`config.mk`:
```
export PLATFORM = sky130hd
export DESIGN_NAME = qsfp_hpd_monitor
export DESIGN_NICKNAME = d
export VERILOG_FILES = /design/src/rtl/qsfp_hpd_monitor.sv
export SDC_FILE = /design/constraint.sdc
export NUM_CORES = 1
export LEC_CHECK = 0
export ABC_AREA = 1
export BUFFER_PORTS_ARGS = -buffer_cell sky130_fd_sc_hd__buf_2
export CORE_MARGIN = 3
export CORE_UTILIZATION = 45
export CTS_CLUSTER_DIAMETER = 60
export CTS_CLUSTER_SIZE = 24
export DETAILED_ROUTE_END_ITERATION = 10
export GPL_TIMING_DRIVEN = 0
export SETUP_SLACK_MARGIN = 0.05
export SLEW_MARGIN = 20
export SYNTH_ARGS = -nofsm -noshare
export SYNTH_HDL_FRONTEND = slang
export SYNTH_SLANG_ARGS = --single-unit
```
`constraint.sdc`:
```
create_clock -name clock -period 3.8 [get_ports clock]
set_clock_uncertainty 0.05 [all_clocks]
set_input_delay 0.19 -clock clock [delete_from_list [all_inputs] [get_ports clock]]
set_output_delay 0.19 -clock clock [all_outputs]
set_load 0.03 [all_outputs]
```
`src/rtl/qsfp_hpd_monitor.sv`:
```
// Per-channel QSFP presence to HDMI hot-plug detect: debounces MODPRSL, holds hpd low
// for a minimum interval after every drop, and emits plug/unplug event pulses.
module qsfp_hpd_monitor #(
  parameter int CHANNEL_COUNT   = 2,
  parameter int DEBOUNCE_CYCLES = 2_000_000,
  parameter int MIN_LOW_CYCLES  = 20_000_000
) (
  input  logic                     clock,
  input  logic                     reset,
  input  logic                     input_valid,
  input  logic [CHANNEL_COUNT-1:0] modprsl_n,
  input  logic [CHANNEL_COUNT-1:0] force_replug,
  output logic [CHANNEL_COUNT-1:0] hpd,
  output logic [CHANNEL_COUNT-1:0] plug_pulse,
  output logic [CHANNEL_COUNT-1:0] unplug_pulse
);

  localparam int MAX_CYCLES = (DEBOUNCE_CYCLES > MIN_LOW_CYCLES) ? DEBOUNCE_CYCLES : MIN_LOW_CYCLES;
  localparam int CNT_W      = $clog2(MAX_CYCLES) + 1;
  localparam logic [CNT_W-1:0] DEB_LAST = CNT_W'(DEBOUNCE_CYCLES - 1);
  localparam logic [CNT_W-1:0] LOW_LAST = CNT_W'(MIN_LOW_CYCLES - 1);
  localparam logic [CNT_W-1:0] CNT_ONE  = CNT_W'(1);

  typedef enum logic [2:0] {
    ABSENT,
    DEBOUNCE_IN,
    PRESENT,
    DEBOUNCE_OUT,
    HOLD_LOW
  } state_t;

  logic [CHANNEL_COUNT-1:0] up;

  for (genvar i = 0; i < CHANNEL_COUNT; i++) begin : g_ch
    state_t           state, state_next;
    logic [CNT_W-1:0] cnt, cnt_next;
    logic             present;

    assign present = ~modprsl_n[i];

    always_ff @(posedge clock or negedge reset) begin
      if (!reset) begin
        state <= ABSENT;
        cnt   <= '0;
      end else begin
        state <= state_next;
        cnt   <= cnt_next;
      end
    end

    always_comb begin
      state_next = state;
      cnt_next   = cnt;
      case (state)
        ABSENT: begin
          if (input_valid && present) state_next = DEBOUNCE_IN;
        end
        DEBOUNCE_IN: begin
          if (input_valid) begin
            if (!present)             state_next = ABSENT;
            else if (cnt == DEB_LAST) state_next = PRESENT;
            else                      cnt_next   = cnt + CNT_ONE;
          end
        end
        PRESENT: begin
          if (force_replug[i])                state_next = HOLD_LOW;
          else if (input_valid && !present)   state_next = DEBOUNCE_OUT;
        end
        DEBOUNCE_OUT: begin
          // A forced re-plug wins even while the expander data is stale
          if (force_replug[i]) state_next = HOLD_LOW;
          else if (input_valid) begin
            if (present)              state_next = PRESENT;
            else if (cnt == DEB_LAST) state_next = HOLD_LOW;
            else                      cnt_next   = cnt + CNT_ONE;
          end
        end
        HOLD_LOW: begin
          if (cnt == LOW_LAST) state_next = ABSENT;
          else                 cnt_next   = cnt + CNT_ONE;
        end
        default: state_next = ABSENT;
      endcase
      if (state_next != state) cnt_next = '0;
    end

    always_comb begin
      up[i] = (state == PRESENT) || (state == DEBOUNCE_OUT);
    end
  end

  // Output register stage: pulses are edges of the registered hpd
  always_ff @(posedge clock or negedge reset) begin
    if (!reset) begin
      hpd          <= '0;
      plug_pulse   <= '0;
      unplug_pulse <= '0;
    end else begin
      hpd          <= up;
      plug_pulse   <= up & ~hpd;
      unplug_pulse <= ~up & hpd;
    end
  end

endmodule

```
==> impl_metrics.py <==
metrics = {
    "final_layout": {
        "stdcell_count": 877,
        "drive_above_1_share_pct": 13.3,
        "final_cell_mix": "nand2_1 (212), inv_1 (103), nor2_1 (83)",
        "fin_util_pct": 51.6,
        "design_area_um2": 5110,
        "diodes": 0,
        "final_common_cell": "nand2_1",
        "syn2layout_area_growth_pct": 9.90,
        "nets": 748,
    },
    "clock_network": {
        "clk-insertion-delay-late_ns": 0.35,
        "cts_max_level": 3,
        "path_clk_slew_ns": 0.08,
        "clock-root-buffer": "clkbuf_8",
        "cts_setup_buffers": 0,
        "cts_num_sinks": 64,
        "cts_buffer_depth": 2,
        "cts_tree": "yes",
        "cts_made_buffers": 9,
    },
    "global_routing": {
        "grt_max_degree": 39,
        "antenna_found_initial": 0,
        "grt_util_all_layers_pct": 21.7,
        "grt_overflow_total": 0,
        "grt_pass1_vias": 4175,
        "grt_pass1_wl_mm": 20.3,
    },
    "worst_setup_path": {
        "required_ns": 3.99,
        "worstSetupPathType": "register to register",
        "cp_slowest_cell": "dfrtp_1",
        "cp-start-kind": "register",
        "cpMostUsedCell": "nand2_1",
        "crit_chain": "ha_1 -> nand2_1 -> nor2_2 -> nand2_1 -> inv_1 -> nand3_1 -> nand2_1 -> nand2_1 -> clkbuf_1 -> nand4_1 -> nand2_1",
        "r2r_setup_slack_ns": 1.30,
        "setup.worst_path.end_class": "register",
        "crit_start": "g_ch[0].cnt[1]",
        "crit_fanout": 10,
        "arrival_ns": 2.69,
        "r2r_start": "g_ch[0].cnt[1]",
        "cpPeakStageDelay_ns": 0.40,
    },
    "timing": {
        "tightest_slew_ns": 0.484,
        "final-hold-violation-count": 0,
        "final-max-slew-violation-count": 0,
        "fmax_mhz": 400,
        "setup_slack_ns": 1.30,
        "setup-tns-final_ns": 0,
        "rsz0062_at_grt": "false",
        "min_period_ns": 2.50,
        "slew_headroom_pct": 67.4,
        "finalSetupViolations": 0,
        "whs_ns": 0.129,
        "period_share_pct": 65.8,
    },
    "place": {
        "placed_cells": 860,
        "pre_cts_slack_ns": 1.33,
        "placed_cell_area_um2": 4890,
        "place_congestion": 0.904,
        "io_buffers": 11,
        "dp_hpwl_mm": 8.77,
    },
    "drt": {
        "routed_wl_mm": 11.7,
        "wl_per_cell_um": 13.3,
        "drc": 0,
        "viasPerCell": 5.11,
        "topRoutingLayerUsed": "met4",
        "drtIter0Drc": 309,
        "m1WireLength_mm": 6.31,
        "drtAntennaViolNets": 0,
        "num_vias": 4485,
        "wl_met2_mm": 4.77,
        "firstDrtPassIters": 7,
        "met3_length_um": 451,
    },
    "logic_synthesis": {
        "syn-num-nets": 724,
        "synth_warnings": 0,
        "yosys.area.top_type": "dfrtp_1",
        "synth_area_leaders": "dfrtp_1 (34%), nand2_1 (17%), inv_1 (8.3%)",
        "ys_ff_latch": 64,
        "synthCells": 715,
        "synth_cell_types": 33,
        "synth.top_cell.area_share_pct": 34.4,
        "postSynthAreaPerCell_um2": 6.50,
        "yosysSeqAreaShare_pct": 34.4,
        "mappedNetlistArea_um2": 4650,
    },
    "floorplanning": {
        "fp.coreArea_um2": 9910,
        "std_cell_rows": 36,
        "ios": 13,
        "fp.dieW_um": 108,
        "start_util_pct": 46.9,
        "die_area_um2": 11600,
        "die_h_um": 108,
    },
    "flow_run": {
        "cap_viol_max_count": 0,
    },
    "power_and_ir_drop": {
        "power_mw": 1.61,
        "p_per_area_nw_per_um2": 315,
        "ir_drop_v": 0.000160,
        "p_leak_nw": 2.61,
    },
    "hold_path": {
        "hp-class": "input pin to register",
        "holdCritStartpoint": "force_replug[1]",
    },
    "run_status": {
        "status": "completed",
    },
}
-- layout make-up --
| class | instances | area [µm²] |
|---|---|---|
| flip-flops and latches | 64 | 1600 |
| well taps | 133 | 166 |
| clock inverters | 5 | 55.1 |
| plain buffers | 25 | 153 |
| repair buffers | 13 | 87.6 |
| fillers | 1044 | 4800 |
| clock buffers | 11 | 151 |
| multi-input cells | 514 | 2480 |
| inverters | 112 | 420 |
-- worst max-delay path, delay by kind of cell (launching register included) --
family | cells | cell delay [ns]
simple gates | 8 | 1.24
buf+inv | 2 | 0.41
flops | 1 | 0.40
fa+ha+maj | 1 | 0.27
-- synthesized netlist by cell type --
cell type	number
nor4_1	3
nand2_2	3
buf_2	14
o211ai_1	1
buf_4	5
xor2_1	18
o21ai_2	1
o21ai_0	7
nand3_4	1
buf_6	3
dfrtp_1	64
nor2_1	83
nand3_1	59
a31oi_1	2
nand3b_1	1
or3b_2	2
nor3_2	2
a21oi_1	1
ha_1	2
clkbuf_1	3
o31ai_1	3
a21boi_2	1
nand2_1	212
nor2_2	30
inv_2	8
nor3_1	18
inv_1	103
or2_2	1
nand4_1	57
a22oi_1	1
clkinv_1	1
o21ai_1	1
xnor2_1	4
-- state kept, by name, summed over array words and instances, names as in the netlist --
name,flops
g_ch.cnt,52
g_ch.state,6
plug_pulse,2
hpd,2
unplug_pulse,2
-- layer usage --
layer / vias up / track usage, %
met2: 91 / 30.6
met4: 0 / 5.59
met3: 11 / 3.54
met1: 2076 / 34.2
met5: - / 0
li1: 2307 / -
-- report_power, final --
group | leakage [nW] | switching, mW | total (mW) | internal [mW]
combinational | 1.62 | 0.187 | 0.269 | 0.0820
clock | 0.101 | 0.285 | 0.622 | 0.337
sequential | 0.889 | 0.0189 | 0.717 | 0.698
-- logic make-up after synthesis --
| group | count (synthesis) | share of synthesized area [%] |
|---|---|---|
| AO/OA/AOI/OAI | 18 | 2.47 |
| XOR/XNOR | 22 | 4.14 |
| adder cells (fa/ha/maj) | 2 | 0.538 |
| buffers and inverters | 137 | 12.3 |
| flip-flops | 64 | 34.4 |
| AND/OR/NAND/NOR | 472 | 46.1 |
-- path summary, 6_finish.rpt --
| kind | to | cells past startpoint |
|---|---|---|
| setup / recovery | g_ch[0].cnt[13] | 11 |
| max in group asynchronous | hpd[0] | 3 |
| min in group asynchronous | g_ch[1].cnt[12] | 2 |
| hold reg to reg | plug_pulse[0] | 1 |
| hold / removal | g_ch[1].state[1] | 4 |
| setup reg to reg | g_ch[0].cnt[13] | 11 |
-- repair_timing --
item | CTS | global route
resized for setup | 0 | 0
hold buffers | 1 | 0
endpoints found under the hold margin | 26 | 0
Note: power is estimated with default switching activity, not from simulation.
